**config.mk**
```make
export PLATFORM = sky130hd
export DESIGN_NAME = mem_bus_arbiter
export DESIGN_NICKNAME = d
export VERILOG_FILES = /design/src/rtl/mem_bus_pkg.sv /design/src/rtl/arb2_pick.sv /design/src/rtl/mem_bus_arbiter.sv
export SDC_FILE = /design/constraint.sdc
export NUM_CORES = 1
export LEC_CHECK = 0
export CORE_AREA = 2 2 142 144
export DETAILED_ROUTE_END_ITERATION = 10
export DIE_AREA = 0 0 144 146
export GPL_ROUTABILITY_DRIVEN = 0
export PLACE_DENSITY = 0.83
export SLEW_MARGIN = 20
export SYNTH_ARGS = -nofsm -noshare
export SYNTH_HDL_FRONTEND = slang
export SYNTH_SLANG_ARGS = --single-unit
```
**constraint.sdc**
```tcl
create_clock -name CLK -period 2.2 [get_ports CLK]
set_clock_uncertainty 0.15 [all_clocks]
set_input_delay 0.33 -clock CLK [delete_from_list [all_inputs] [get_ports CLK]]
set_output_delay 0.33 -clock CLK [all_outputs]
set_load 0.01 [all_outputs]
```
**src/rtl/mem_bus_pkg.sv**
```systemverilog
// Shared types and constants for the memory bus arbiter.
package mem_bus_pkg;
  typedef enum logic [2:0] {IDLE, IC_ISSUE, IC_WAIT, DC_ISSUE, DC_WAIT} state_e;

  localparam int WORD_BYTES = 4;
  localparam int WORD_SHIFT = $clog2(WORD_BYTES);

  localparam logic REQ_IC = 1'b0;
  localparam logic REQ_DC = 1'b1;
endpackage

```
**src/rtl/arb2_pick.sv**
```systemverilog
// Two-way requester picker. ARB_ROUND_ROBIN_EN selects round-robin tie break;
// otherwise dcache wins every tie.
module arb2_pick
  import mem_bus_pkg::*;
(
  input  logic [1:0] req,
  input  logic       last_grant,
  output logic       winner
);
  // With no request the winner is a don't-care; holding last_grant keeps it stable.
  always_comb begin
    winner = last_grant;
    if (req[REQ_DC] && req[REQ_IC]) begin
`ifdef ARB_ROUND_ROBIN_EN
      winner = ~last_grant;
`else
      winner = REQ_DC;
`endif
    end else if (req[REQ_DC]) begin
      winner = REQ_DC;
    end else if (req[REQ_IC]) begin
      winner = REQ_IC;
    end
  end
endmodule

```
**src/rtl/mem_bus_arbiter.sv**
```systemverilog
// Shares one memory port between icache line refills and dcache word accesses.
// Define ARB_ROUND_ROBIN_EN for round-robin ties; default is dcache priority.
module mem_bus_arbiter
  import mem_bus_pkg::*;
#(
  parameter int BURST_LEN = 4,
  parameter int ADDR_W    = 64
) (
  input  logic              CLK,
  input  logic              reset_n,
  input  logic              ic_req,
  input  logic [ADDR_W-1:0] ic_addr,
  output logic              ic_gnt,
  output logic              ic_rvalid,
  output logic [31:0]       ic_rdata,
  output logic              ic_done,
  input  logic              dc_req,
  input  logic              dc_we,
  input  logic [ADDR_W-1:0] dc_addr,
  input  logic [31:0]       dc_wdata,
  output logic              dc_gnt,
  output logic              dc_rvalid,
  output logic [31:0]       dc_rdata,
  output logic              dc_done,
  output logic              mem_req,
  output logic              mem_we,
  output logic [ADDR_W-1:0] mem_addr,
  output logic [31:0]       mem_wdata,
  input  logic              mem_ack,
  input  logic              mem_rvalid,
  input  logic [31:0]       mem_rdata
);
  localparam int BEAT_W = $clog2(BURST_LEN);
  localparam logic [ADDR_W-1:0] LINE_MASK = ADDR_W'(BURST_LEN * WORD_BYTES - 1);
  localparam logic [ADDR_W-1:0] WORD_MASK = ADDR_W'(WORD_BYTES - 1);

  state_e              state_q, state_d;
  logic [BEAT_W-1:0]   beat_q, beat_d, beat_nxt;
  logic [ADDR_W-1:0]   base_q, base_d;
  logic [ADDR_W-1:0]   mem_addr_q, mem_addr_d;
  logic [31:0]         mem_wdata_q, mem_wdata_d;
  logic                mem_we_q, mem_we_d;
  logic                ic_gnt_q, ic_gnt_d;
  logic                dc_gnt_q, dc_gnt_d;
  logic                last_grant, winner;
  logic                ic_beat_ok, dc_rd_ok, dc_wr_ok, last_beat;

`ifdef ARB_ROUND_ROBIN_EN
  logic last_q, last_d;
  assign last_grant = last_q;
`else
  assign last_grant = REQ_IC;
`endif

  arb2_pick u_pick (
    .req       ({dc_req, ic_req}),
    .last_grant(last_grant),
    .winner    (winner)
  );

  // A beat is accepted either in WAIT or, for zero-latency memory, in the ack cycle.
  assign ic_beat_ok = (state_q == IC_WAIT && mem_rvalid) ||
                      (state_q == IC_ISSUE && mem_ack && mem_rvalid);
  assign dc_rd_ok   = (state_q == DC_WAIT && mem_rvalid) ||
                      (state_q == DC_ISSUE && mem_ack && !mem_we_q && mem_rvalid);
  assign dc_wr_ok   = state_q == DC_ISSUE && mem_ack && mem_we_q;
  assign last_beat  = beat_q == BEAT_W'(BURST_LEN - 1);
  assign beat_nxt   = beat_q + BEAT_W'(1);

  assign ic_gnt    = ic_gnt_q;
  assign ic_rvalid = ic_beat_ok;
  assign ic_rdata  = ic_beat_ok ? mem_rdata : '0;
  assign ic_done   = ic_beat_ok && last_beat;
  assign dc_gnt    = dc_gnt_q;
  assign dc_rvalid = dc_rd_ok;
  assign dc_rdata  = dc_rd_ok ? mem_rdata : '0;
  assign dc_done   = dc_rd_ok || dc_wr_ok;
  assign mem_req   = (state_q == IC_ISSUE) || (state_q == DC_ISSUE);
  assign mem_we    = mem_we_q;
  assign mem_addr  = mem_addr_q;
  assign mem_wdata = mem_wdata_q;

  always_comb begin
    state_d     = state_q;
    beat_d      = beat_q;
    base_d      = base_q;
    mem_addr_d  = mem_addr_q;
    mem_wdata_d = mem_wdata_q;
    mem_we_d    = mem_we_q;
    ic_gnt_d    = 1'b0;
    dc_gnt_d    = 1'b0;
`ifdef ARB_ROUND_ROBIN_EN
    last_d      = last_q;
`endif
    case (state_q)
      IDLE: begin
        if (ic_req || dc_req) begin
`ifdef ARB_ROUND_ROBIN_EN
          last_d = winner;
`endif
          if (winner == REQ_DC) begin
            state_d     = DC_ISSUE;
            dc_gnt_d    = 1'b1;
            mem_addr_d  = dc_addr & ~WORD_MASK;
            mem_we_d    = dc_we;
            mem_wdata_d = dc_wdata;
          end else begin
            state_d    = IC_ISSUE;
            ic_gnt_d   = 1'b1;
            base_d     = ic_addr & ~LINE_MASK;
            mem_addr_d = ic_addr & ~LINE_MASK;
            mem_we_d   = 1'b0;
            beat_d     = '0;
          end
        end
      end
      IC_ISSUE: if (mem_ack && !mem_rvalid) state_d = IC_WAIT;
      IC_WAIT:  ;
      DC_ISSUE: if (mem_ack) state_d = (mem_we_q || mem_rvalid) ? IDLE : DC_WAIT;
      DC_WAIT:  if (mem_rvalid) state_d = IDLE;
      default:  state_d = IDLE;
    endcase
    // Beat offset is ORed into the line base, so the address never leaves the line.
    if (ic_beat_ok) begin
      if (last_beat) begin
        state_d = IDLE;
        beat_d  = '0;
      end else begin
        state_d    = IC_ISSUE;
        beat_d     = beat_nxt;
        mem_addr_d = base_q | (ADDR_W'(beat_nxt) << WORD_SHIFT);
      end
    end
    if (dc_done) mem_we_d = 1'b0;
  end

  always_ff @(posedge CLK or negedge reset_n) begin
    if (!reset_n) begin
      state_q     <= IDLE;
      beat_q      <= '0;
      base_q      <= '0;
      mem_addr_q  <= '0;
      mem_wdata_q <= '0;
      mem_we_q    <= 1'b0;
      ic_gnt_q    <= 1'b0;
      dc_gnt_q    <= 1'b0;
`ifdef ARB_ROUND_ROBIN_EN
      last_q      <= REQ_IC;
`endif
    end else begin
      state_q     <= state_d;
      beat_q      <= beat_d;
      base_q      <= base_d;
      mem_addr_q  <= mem_addr_d;
      mem_wdata_q <= mem_wdata_d;
      mem_we_q    <= mem_we_d;
      ic_gnt_q    <= ic_gnt_d;
      dc_gnt_q    <= dc_gnt_d;
`ifdef ARB_ROUND_ROBIN_EN
      last_q      <= last_d;
`endif
    end
  end
endmodule

```
**Word-level counts from Yosys, hierarchy flattened**

Index checks and enable logic that the tools add are counted.

- Register bits: 164
- Bits in latches: 0
- RAM bits: 0
- ROM bits: 0
- Bits of input ports: 199
- Output and inout bits: 168
- Word-level logic and storage cells: 84
- Memories kept: 0

- Add/sub/neg operators: 1
- Multiply operators: 0
- Div/mod/pow operators: 0
- Order comparisons: 0
- Equal/unequal tests: 11
- Shift-type cells: 0
- Mux-type cells: 33
- Bitwise logic cells: 2
- Reductions and logical operators: 29

Operators by type and width:

| cell | count |
|---|---|
| 64-bit 2-to-1 mux | 5 |
| 32-bit 2-to-1 mux | 2 |
| 64-bit by 4-bit bitwise OR with 64-bit output | 1 |
| 3-bit 2-to-1 mux | 6 |
| 3-bit one-hot mux with 5 select lines | 1 |
| 1-bit 2-to-1 mux | 13 |
| 2-bit 2-to-1 mux | 6 |
| 1-bit logical AND | 11 |
| 3-bit inequality test, second input constant | 3 |
| 3-bit AND reduction | 3 |
| 2-bit nonzero test | 4 |
| 3-bit by 2-bit equality test with 1-bit output, second input constant | 2 |
| 1-bit logical OR | 6 |
| 5-bit AND reduction | 1 |
| 2-bit inequality test, second input constant | 2 |
| 3-bit by 1-bit equality test with 1-bit output, second input constant | 1 |
| 3-bit equality test, second input constant | 1 |
| 3-bit zero test | 1 |
| 3-bit by 2-bit inequality test with 1-bit output, second input constant | 1 |
| 2-bit by 1-bit adder with 2-bit output, second input constant | 1 |
| 2-bit equality test, second input constant | 1 |
| 1-bit zero test | 2 |
| 2-bit AND reduction | 1 |
| 1-bit NOT | 1 |

**Longest topological paths before layout**

Gate-level depths: netlist (run 1).

- Depth in word-level cells: 8
- Mapped depth: 7

**Cells and area by module**

From an unflattened synthesis (run 1), not the netlist that was laid out.

- Cells, all modules: 745
- Area total of the unflattened synthesis: 8002.7 µm²

By module, submodules not included:

| module | times used | cells each | area each (µm²) | seq. area each (µm²) |
|---|---|---|---|---|
| mem_bus_arbiter | 1 | 743 | 7991.4 | 4103.9 |
| arb2_pick | 1 | 2 | 11.3 | 0.0 |

**Worst setup path before layout (run 1)**

Ideal clock, no wire load.

- Path type: flip-flop to output port
- Start: register state_q[2]
- End: output port ic_rdata[23]
- Arrival time: 1.637 ns
- Required time: 1.720 ns
- Slack: 0.083 ns
- Cell stages (with the launch flop): 7
- Buffers on the path: 3
- Path through: dfrtp_1 buf_2 or3b_1 buf_2 a21boi_4 buf_2 and2_1

- Longest elaborated chain between the ends: 5
- Elaborated cells between the ends (all ways): 7
- Classes of those cells: 2 x eq/ne; 1 x mux; 4 x reduce/logical

RTL lines:

| what | line | RTL |
|---|---|---|
| start: declaration | mem_bus_arbiter.sv:37 | `state_e state_q, state_d;` |
| start signal: assignment | mem_bus_arbiter.sv:151 | `state_q <= state_d;` |
| 3-bit by 1-bit equality test with 1-bit output | mem_bus_arbiter.sv:63 | `(state_q == IC_ISSUE && mem_ack && mem_rvalid);` |
| 1-bit logical AND (2 in a row) | mem_bus_arbiter.sv:63 |  |
| 1-bit logical OR (*) | mem_bus_arbiter.sv:62 | `assign ic_beat_ok = (state_q == IC_WAIT && mem_rvalid) \|\|` |
| named net ic_rvalid | mem_bus_arbiter.sv:14 | `output logic ic_rvalid,` |
| 32-bit 2-to-1 mux (*) | mem_bus_arbiter.sv:72 | `assign ic_rdata = ic_beat_ok ? mem_rdata : '0;` |
| end: declaration | mem_bus_arbiter.sv:15 | `output logic [31:0] ic_rdata,` |

The timed path passes the listed nets; every way through them passes the cells marked *.

**Worst setup path after layout (run 1)**

- Start: register state_q[0]
- End: output port ic_rdata[15]

- Longest elaborated chain between the ends: 5
- Elaborated cells between the ends (all ways): 7
- Classes of those cells: 2 x eq/ne; 1 x mux; 4 x reduce/logical

RTL lines:

| what | line |
|---|---|
| 3-bit by 1-bit equality test with 1-bit output | mem_bus_arbiter.sv:63 |
| 1-bit logical AND (2 in a row) | mem_bus_arbiter.sv:63 |
| 1-bit logical OR (*) | mem_bus_arbiter.sv:62 |
| 32-bit 2-to-1 mux (*) | mem_bus_arbiter.sv:72 |

Mark *: on every way between the ends. The rest lies on a longest branch, timed or not.

==> results of run 1 <==
-- area by class of cell --
cell class | instances | area (µm²)
Sequential cell | 164 | 4100
Clock buffer | 18 | 429
Antenna cell | 5 | 12.5
Fill cell | 1448 | 6420
Clock inverter | 14 | 143
Multi-Input combinational cell | 444 | 3680
Tap cell | 265 | 332
Inverter | 3 | 11.3
Timing Repair Buffer | 418 | 4210
-- flip-flops by register name (all words and copies together) (netlist names) --
register and cells:
beat_q 2, state_q 3, mem_we 1, mem_addr 64, base_q 60, ic_gnt 1
dc_gnt 1, mem_wdata 32
-- layer usage --
layer | vias to the layer above | part of all wire, % | GRT usage, %
met5 | - | 0 | 0
met4 | 0 | 2.2 | 7.99
met3 | 40 | 7.8 | 6.68
met2 | 375 | 52 | 48.4
met1 | 3817 | 38 | 32.2
li1 | 3420 | - | -
-- through the flow --
stage          cells  worst slack, ps  total power [mW]  setup TNS (ps)
2_1_floorplan    694             83.2              9.24               0
3_3_place_gp    1284             -354              13.0          -40870
3_5_place_dp    1284             -398              13.3          -43980
4_1_cts         1325             -301              16.5          -13180
5_1_grt         1330             -323              17.4          -19860
6_report        1331             -260              16.5          -12300
-- synthesized netlist by cell type --
master	number
buf_2	19
and3b_1	32
inv_1	3
buf_4	2
a32oi_1	60
a21boi_4	1
and2_1	33
a21oi_1	2
nand4b_1	1
a32o_1	1
dfrtp_1	164
nand4bb_1	1
or3_1	1
or3b_1	1
o32ai_1	1
buf_6	6
nor2_1	4
mux2_2	95
o21ai_0	64
nor4b_4	1
nand2b_1	1
o21a_1	1
clkbuf_1	54
a21o_1	2
clkbuf_2	2
a31oi_1	62
nand2_1	6
ha_1	1
o22ai_1	2
a211oi_1	63
a2bb2oi_1	1
nor2b_1	3
a21boi_0	1
and3_1	2
nor3_4	1
-- worst max-delay path by stage --
stage	slack (ps)	from	end
4_1_cts	-300	state_q[2]	ic_rdata[20]
2_1_floorplan	80	state_q[2]	ic_rdata[23]
6_report	-260	state_q[0]	ic_rdata[15]
3_3_place_gp	-350	mem_ack	ic_rdata[2]
3_5_place_dp	-400	mem_ack	ic_rdata[20]
5_1_grt	-320	state_q[0]	ic_rdata[15]
-- worst max-delay path, stage by stage, from the launching register on --
cell	delay, ps
dfrtp_1	390
or3b_4	430
a21boi_4	200
buf_12	160
clkbuf_16	140
and2_4	140
buf_6	90
-- cell usage in the layout (no fill, tap or decap), types with 32 or more instances in the layout --
master,count
a32oi_1,60
clkdlybuf4s50_1,290
o21ai_0,64
and2_4,32
buf_2,34
dfrtp_1,164
and3b_1,32
a31oi_1,62
buf_6,42
a211oi_1,63
mux2_2,95
-- report_power, final --
group	leakage [nW]	internal (mW)	total, mW	switching [mW]
logic	3.12	4.51	8.29	3.78
registers	1.97	4.55	5.33	0.776
clock network	0.282	1.60	2.92	1.31
total	5.38	10.7	16.5	5.87
-- cells by family (layout without fill, tap and decap cells) --
family / count (synthesis) / after routing / synth area share, %
AO/OA/AOI/OAI: 261 / 261 / 22.5
AND/OR/NAND/NOR: 87 / 87 / 7.93
flip-flops: 164 / 164 / 51.1
adder cells (fa/ha/maj): 1 / 1 / 0.156
other: 0 / 5 / 0
buffers and inverters: 86 / 453 / 5.00
multiplexers: 95 / 95 / 13.3
-- repair_timing --
item | CTS | global route
endpoints found under the hold margin | 44 | 0
pin swaps | 15 | 9
gates resized for setup | 323 | 33
buffers inserted | 5 | 2
cloned | 3 | 1
hold buffers | 1 | 0
endpoints found under the setup margin | 120 | 133
==> out/metrics.cfg, run 1 <==
[yosys]
yosys_warnings = 0
netlist_instances = 694
syn_area_per_cell_um2 = 11.6
synthTopCellsByArea = dfrtp_1, mux2_2, a32oi_1
seq_area_frac_synth_pct = 51.1
synth_top_area_cell = dfrtp_1
synth_area_mm2 = 0.00803
synth_top_area_share_pct = 51.1
syn_nets = 894
yosys_register_bits = 164
synth_cell_type_count = 35

[setup_path]
crit_type = flip-flop to primary output
critPathLaunchType = flip-flop
reg2reg_to = mem_addr[19]
critPathRequiredTime_ps = 1720
r2r_cells = 5
end_kind = primary output
crit_fanout = 5
reg2reg_from = state_q[1]
worstPathArrival_ps = 1980
worst-r2r-setup-slack_ps = 0

[clock_network]
cts-root-buf = clkbuf_16
cts.sinks = 164
clkTransAtPathRegs_ps = 70
cts_max_level = 4
cts_buffers = 17
clockBufferDepth = 2
clock_latency_ps = 420
tritoncts = built

[flow_run]
max_cap_viol_count = 0

[die]
placement_rows = 51
start_util_pct = 41.5
core_area_mm2 = 0.0193
die-height_um = 146
fp.dieArea_mm2 = 0.0210
fp.dieW_um = 144
io_pins = 367

[routing]
dr.pass1.iters = 7
num_vias = 7652
wl_um = 29300
drc_errors = 0
viasPerCell = 5.75
wl_per_cell_um = 22.0
drt_iter0_drc = 446
ant_nets = 0

[placed_design]
dp_hpwl_um = 20100
place_area_mm2 = 0.0122
port-buffer-count = 360

[sta]
fmax_mhz = 406
rsz0062_at_grt = yes
hold_slack_ps = 288
drv_slew = 0
finalWorstSetupSlack_ps = -260
finalHoldViolCount = 0
fin_crit_ps = 2460
finalCritPeriodShare_pct = 112
worst_slew_pin_slew_ps = 748
setup_violations = 67
slew_headroom_pct = 50.2

[global_routing]
grt_pass1_wl_um = 44500
grt_pass1_vias = 7875
grtUsageTotal_pct = 27.2
gr-total-overflow = 0
grt_max_degree = 64
antenna_found_initial = 3

[run_status]
violations = setup timing
status = complete, but fails checks

[cells_and_area]
drive_above_1_share_pct = 28.2
finalCoreUtilization_pct = 66.8
area_delta_synth_final_pct = 60.9
design_area_mm2 = 0.0129
nNetsFinal = 1248

[power]
p_leak_nw = 5.38
power_density_mw_per_mm2 = 1280
ir_worst_vdd_mv = 0.667

[hold_path]
hp-class = input pin to asynchronous set/reset pin

Note: power is estimated with default switching activity, not from simulation.
==> run 2: changes to the inputs <==
Settings changed: CORE_AREA 2 2 142 144 to default, CORE_UTILIZATION from default to 28, DIE_AREA 0 0 144 146 to default, PLACE_DENSITY 0.83 to 0.61.
==> run 2 against run 1 <==
  * Hold slack lost 44 ps
  * The run still ends with setup timing left
  * Critical endpoint is now ic_rdata[30]
  * First-iteration DRC count down 29%
  * Die area increased by 40%
  * Utilization shrank 21 points
  * Final area shrank 0.47%
  * Routed wire length is 1.3% higher
  * Flip-flop and latch count unchanged
==> out/metrics.cfg, run 2 (synthesized netlist as in run 1, its figures left out) <==
[placed_design]
dp_hpwl_um = 20700
port-buffer-count = 360
place_ws_ps = -424
place_area_mm2 = 0.0124
place_inst = 1401

[clock_network]
cts-root-buf = clkbuf_16
clkTransAtPathRegs_ps = 70
clockBufferDepth = 2
clock_latency_ps = 420
cts_max_level = 4
cts.sinks = 164
tritoncts = built
cts_buffers = 17

[global_routing]
grtUsageTotal_pct = 20.1
grt_max_degree = 64
gr-total-overflow = 0
grt_pass1_wl_um = 44800
antenna_found_initial = 2
grt_pass1_vias = 7676

[power]
p_int_mw = 10.4
share_comb_of_total_power_pct = 49.3
ir_worst_vdd_mv = 0.538
p_switching_mw = 5.84
seqPwrFrac_pct = 32.4
pwr-share-clk_pct = 18.3
power_density_mw_per_mm2 = 1270
sw_frac_of_total_pct = 35.9
p_leak_nw = 5.25

[routing]
drt_iter0_drc = 318
ant_nets = 0
dr.pass1.iters = 5
drc_errors = 0
num_vias = 7389
wl_um = 29700
wl_per_cell_um = 20.6
viasPerCell = 5.12

[sta]
setup_violations = 100
drv_slew = 0
finalWorstSetupSlack_ps = -312
rsz0062_at_grt = yes
finalCritPeriodShare_pct = 114
slew_headroom_pct = 62.3
worst_slew_pin_slew_ps = 565
finalHoldViolCount = 0
fin_crit_ps = 2510
fmax_mhz = 398

[setup_path]
r2r_cells = 6
startpoint = state_q[2]
crit_path_cell_trace = or3b_4 > a21boi_4 > buf_6 > and2_1 > clkdlybuf4s15_2
crit_fanout = 18
crit_buf_inv = 2
cpLargestDelayFamily = simple AND/OR/NAND/NOR gates
critPathLaunchType = flip-flop
crit_type = flip-flop to primary output
timing.critical_path.to = ic_rdata[30]
crit_slowest_cell = or3b_4
reg2reg_from = state_q[2]
reg2reg_to = mem_addr[1]
end_kind = primary output
slowest_delay_ps = 440
critPathRequiredTime_ps = 1720
worst-r2r-setup-slack_ps = -50
cp.depth = 5
worstPathArrival_ps = 2030

[run_status]
violations = setup timing
status = complete, but fails checks

[die]
die-height_um = 171
core_area_mm2 = 0.0280
start_util_pct = 28.7
io_pins = 367
fp.dieArea_mm2 = 0.0294
placement_rows = 61
fp.dieW_um = 171

[hold_path]
hp-class = input pin to asynchronous set/reset pin

[cells_and_area]
final_cell_mix = clkdlybuf4s50_1, dfrtp_1, mux2_2
area_delta_synth_final_pct = 60.1
final_common_cell = clkdlybuf4s50_1
design_area_mm2 = 0.0129
nFillCells = 2627
nNetsFinal = 1249
largest_register_ffs = 64
stdcell_count = 1442
drive_above_1_share_pct = 25.0

[flow_run]
max_cap_viol_count = 0

[run 2: timing repair]
action / 4_1_cts / 5_1_grt
hold buffers: 1 / 0
gates cloned: 1 / 0
setup endpoints to repair: 132 / 68
pin swaps: 1 / 2
resized for setup: 245 / 12
setup buffers: 5 / 2
hold endpoints to repair: 33 / 0
[run 2: power groups by stage]
stage,Sequential (mW),Clock (mW),Combinational (mW)
after floorplan,5.65,0,3.59
after global placement,5.27,0,8.04
after detailed placement,5.34,0,8.12
after CTS,5.28,3.07,8.17
after global routing,5.46,3.19,8.65
final,5.28,2.98,8.03
[run 2: per-layer routing]
metal | global-route usage [%] | routed length [µm] | part of all wire, % | vias to the layer above
li1 | - | - | - | 3418
met1 | 24.1 | 12300 | 41 | 3666
met2 | 35.2 | 15000 | 51 | 291
met3 | 5.43 | 2060 | 6.9 | 14
met4 | 5.12 | 293 | 0.99 | 0
met5 | 0 | 0 | 0 | -
[run 2: area by class of cell]
cell class | instances | area [µm²] | area share, %
Timing Repair Buffer | 419 | 4090 | 31.8
Multi-Input combinational cell | 444 | 3600 | 28.0
Clock buffer | 18 | 429 | 3.34
Inverter | 3 | 11.3 | 0.0876
Sequential cell | 164 | 4100 | 31.9
Tap cell | 378 | 473 | 3.68
Clock inverter | 14 | 145 | 1.13
Antenna cell | 2 | 5.00 | 0.0389
[run 2: how the worst min path moves through the flow]
stage / cells after the start / start / slack (ps) / endpoint
4_1_cts: 2 / reset_n / 230 / mem_addr[31]
6_report: 2 / reset_n / 240 / mem_addr[31]
3_3_place_gp: 1 / reset_n / 130 / mem_addr[31]
3_5_place_dp: 1 / reset_n / 130 / mem_addr[31]
5_1_grt: 2 / reset_n / 260 / mem_addr[24]
2_1_floorplan: 0 / reset_n / -120 / base_q[10]
[run 2: stage by stage]
| stage | power, mW | util (%) | setup TNS, ps | hold WS (ps) |
|---|---|---|---|---|
| 2_1_floorplan | 9.24 | - | 0 | -116 |
| 3_3_place_gp | 13.3 | 44.1 | -37360 | 126 |
| 3_5_place_dp | 13.5 | 44.1 | -40550 | 129 |
| 4_1_cts | 16.5 | 46.1 | -17990 | 228 |
| 5_1_grt | 17.3 | 45.9 | -29750 | 262 |
| 6_report | 16.3 | 45.9 | -18600 | 244 |
==> patch 1 (flow settings as in run 2) <==
Re-encode `state_e` (5 states) as one-hot, 5 bits wide.
--- a/src/rtl/mem_bus_pkg.sv
+++ b/src/rtl/mem_bus_pkg.sv
@@ -2,3 +2,3 @@
 package mem_bus_pkg;
-  typedef enum logic [2:0] {IDLE, IC_ISSUE, IC_WAIT, DC_ISSUE, DC_WAIT} state_e;
+  typedef enum logic [4:0] {IDLE = 5'b00001, IC_ISSUE = 5'b00010, IC_WAIT = 5'b00100, DC_ISSUE = 5'b01000, DC_WAIT = 5'b10000} state_e;
 
Function: no difference found for any inputs over 4 cycles, from zero or initial values and one cycle with reset_n low; so few cycles prove little.
==> patch 1 against run 2 <==
- the run ends with DRC, setup timing left
- sequential share of layout area down 3.5 points
- final area up 14%
- critical path depth up 4
- core utilization up 1.5 points
- via count up 20%
- first-iteration DRC count up 84%
- area after synthesis up 10%
- setup slack worse by 0.11 ns
- clock power up 6%
- die area up 10%
- sequential power up 5.7%
- total power up 17%
- wire length up 23%
- sequential cell count up 2
- largest cell class is now non-clock buffers
==> patch 1: results (changes against run 2) <==
metric;value;unit;change
outcome;complete, but fails checks;;
failing checks;DRC, setup timing;;
non-clk buf share;0.3242;;+0.006244
bufs w/o clock;452;;+7.9%
Non-Clock Inverter Count;63;;+60
Post-Syn Nets;1170;;+31%
Final Power;0.01902;W;+17%
post-route setup slack;-0.4175;ns;-0.1051 ns
pin count of the biggest net entering global routing;71;;+11%
class of the worst hold path;in -> reg;;
CP peak stage delay;0.42;ns;-0.02 ns
top routing layer in use;met5;;
placed cell areas;13320;sq um;+7.7%
Max VDD drop;0.5082;mV;-5.6%
combinational share of power;0.541;;+0.048
reg2reg end;beat_q[0];;
Area contributors post-synth;dfrtp_1, mux2_2, nand2_1, a41oi_1, o221ai_1;;
share of cells above drive strength 1;0.2546;;+0.004101
gr usage total;0.2145;;+0.01382
DRC viols;20;;+20
clk cell area share;0.04307;;-0.001599
Final TNS setup;-22.91;ns;-4.304 ns
WL met2;18.56;mm;+23%
LEAKAGE;6.359;nW;+21%
WHS;0.2414;ns;-0.002719 ns
power density over cell area;1301;nW/um^2;+2.8%
DRT met1 WL;14.74;mm;+20%
Core ar.;30830;sq um;+10%
# fillers;2866;;+9.1%
Slew HR;0.6537;;+0.03043
CTS sink cnt;166;;+1.2%
Sequential Power;0.00558;W;+5.7%
diode count;1;;-1
Final #Nets;1554;;+24%
dpl cells;1699;;+21%
vias in the first global route;9207;;+20%
multi-input gates;654;;+47%
total number of vias;8858;;+20%
final setup vio count;68;;-32%
clock buffers;17;;-1
R2R Setup Slk;-0.02;ns;+0.03 ns
register share of the cell area;0.2844;;-0.03484
crit path to;dc_rdata[30];;
M2 GR Usage;0.3787;;+0.02661
first-pass GRT wire length;53.72;mm;+20%
fraction of area in multi-input gates;0.2978;;+0.01773
register area share after synthesis;0.4689;;-0.04213
final wirelength;36.47;mm;+23%
crit path from;state_q[4];;
r2r worst-path depth;8;;+2
leading cell types by count after synthesis;dfrtp_1, nand2_1, nor2_1, and2_1, inv_1;;
Critical Path Fanout Max;7;;-11
## patch 1: cell types whose count changed after synthesis, moves of 33 or more
cell and delta:
mux2_2 -34, a31oi_1 -60, a211oi_1 -62, o21ai_0 -35, inv_1 +59, nor2_1 +122, o221ai_1 +60, nand2_1 +155
a32oi_1 -60, a41oi_1 +60, and2_1 +33
## patch 1: timing repair
item,4_1_cts,5_1_grt
setup buffers,13,10
pin swaps,10,18
hold buffers,1,0
gates resized for setup,307,101
endpoints found under the setup margin,71,127
cloned,5,12
endpoints found under the hold margin,39,0
## patch 1: cell families after synthesis
logic type      share of synthesized area
fa+ha+maj                        0.001412
buf+inv                           0.07102
mux                               0.07752
flops                              0.4689
compound gates                     0.1846
simple gates                       0.1946
xor+xnor                         0.001977
## patch 1: worst max-delay path: cells and delay by family, from the launching register on
| kind | cells | cell delay, ns |
|---|---|---|
| flops | 1 | 0.42 |
| compound gates | 1 | 0.07 |
| buf+inv | 5 | 0.65 |
| simple gates | 3 | 0.57 |
==> patch 2 (settings of run 2) <==
Made on the original files. Set the parameter `BURST_LEN` to 8 (it was 4).
--- a/src/rtl/mem_bus_arbiter.sv
+++ b/src/rtl/mem_bus_arbiter.sv
@@ -5,3 +5,3 @@
 #(
-  parameter int BURST_LEN = 4,
+  parameter int BURST_LEN = 8,
   parameter int ADDR_W    = 64
Behaviour: not the same (a bounded check fails within 4 cycles, from zero or initial values and one cycle with reset_n low).
==> patch 2 against run 2 <==
- the run still ends with setup timing left
- setup slack lost 0.013 ns
- die area up 0.17%
- wire length is 2.2% higher
- total power grew 0.83%
- first-iteration DRC count is 31% higher
- area after synthesis up 0.17%
- final area increased by 3.5%
- synthesized cell count is 0.86% higher
- sequential cell count is the same
- core utilization rose by 1.6 points
- largest cell class is now non-clock buffers
- highest routed layer unchanged
==> patch 2: results (changes against run 2) <==
metric;value;unit;change
met3 wire length;1.955;mm;-5.0%
Final #Nets;1281;;+2.6%
# fillers;2615;;-0.46%
Area contributors post-synth;dfrtp_1, mux2_1, a32oi_1, a211oi_1, a31oi_1;;
WL met2;15.14;mm;+0.62%
Cell variety after synth;44;;+26%
final setup vio count;68;;-32%
Final Power;0.01642;W;+0.83%
failing checks;setup timing;;
register area share after synthesis;0.5102;;-0.0008744
first-pass GRT wire length;44.96;mm;+0.34%
Resized Gates After CTS;264;;+7.8%
leading cell types by count after synthesis;dfrtp_1, a211oi_1, a31oi_1, a32oi_1, mux2_1;;
diode count;0;;-2
Post-Synth Adder-Cell Area;0.003111;;+0.001553
Port Buffers;359;;-0.28%
routed vias/inst;5.159;;+0.68%
Worst-Margin Slew;0.5822;ns;+0.01714 ns
Comb power;0.00796;W;-0.9%
initial antenna violation count;0;;-2
Detailed Place HPWL;20.31;mm;-1.9%
DR iter-0 viols;417;;+31%
grt met3 use;0.04786;;-0.006443
gr usage total;0.1991;;-0.001556
Max VDD drop;0.5403;mV;+0.36%
worst slack, placed;-0.4205;ns;+0.003177 ns
r2r worst-path depth;7;;+1
WP data arrival;2.05;ns;+0.02 ns
Reg-to-Reg Start;state_q[0];;
GR Util met1;0.2469;;+0.005559
share of cells above drive strength 1;0.2370;;-0.01351
Post-Syn Nets;901;;+0.78%
WHS;0.2761;ns;+0.03198 ns
post-route setup slack;-0.3255;ns;-0.01307 ns
compound-gate portion of the synthesized area;0.2266;;+0.001793
outcome;complete, but fails checks;;
CP peak stage delay;0.38;ns;-0.06 ns
mux share of post-synthesis cell area;0.1288;;-0.004428
-- patch 2: through the flow --
stage / cells / instance area [sq um]
5_1_grt: 1471 / 13310
2_1_floorplan: 700 / 8044
3_5_place_dp: 1413 / 12390
3_3_place_gp: 1413 / 12390
6_report: 1471 / 13310
4_1_cts: 1459 / 12960
-- patch 2: how the worst max path moves through the flow --
stage	from	end	slack, ns
after floorplan	state_q[2]	ic_rdata[23]	0.10
after global placement	mem_ack	mem_addr[34]	-0.40
after detailed placement	mem_ack	mem_addr[33]	-0.42
after CTS	state_q[0]	dc_rdata[1]	-0.31
after global routing	state_q[2]	dc_rdata[2]	-0.38
final	state_q[2]	dc_rdata[2]	-0.33
-- patch 2: final cells by class --
cell class              count  share of cell area
inverters                   6            0.001692
clock inverters            15             0.01589
multi-input cells         447              0.2758
repair buffers            444              0.3308
well taps                 378             0.03553
clock buffers              17             0.03196
flip-flops and latches    164              0.3083
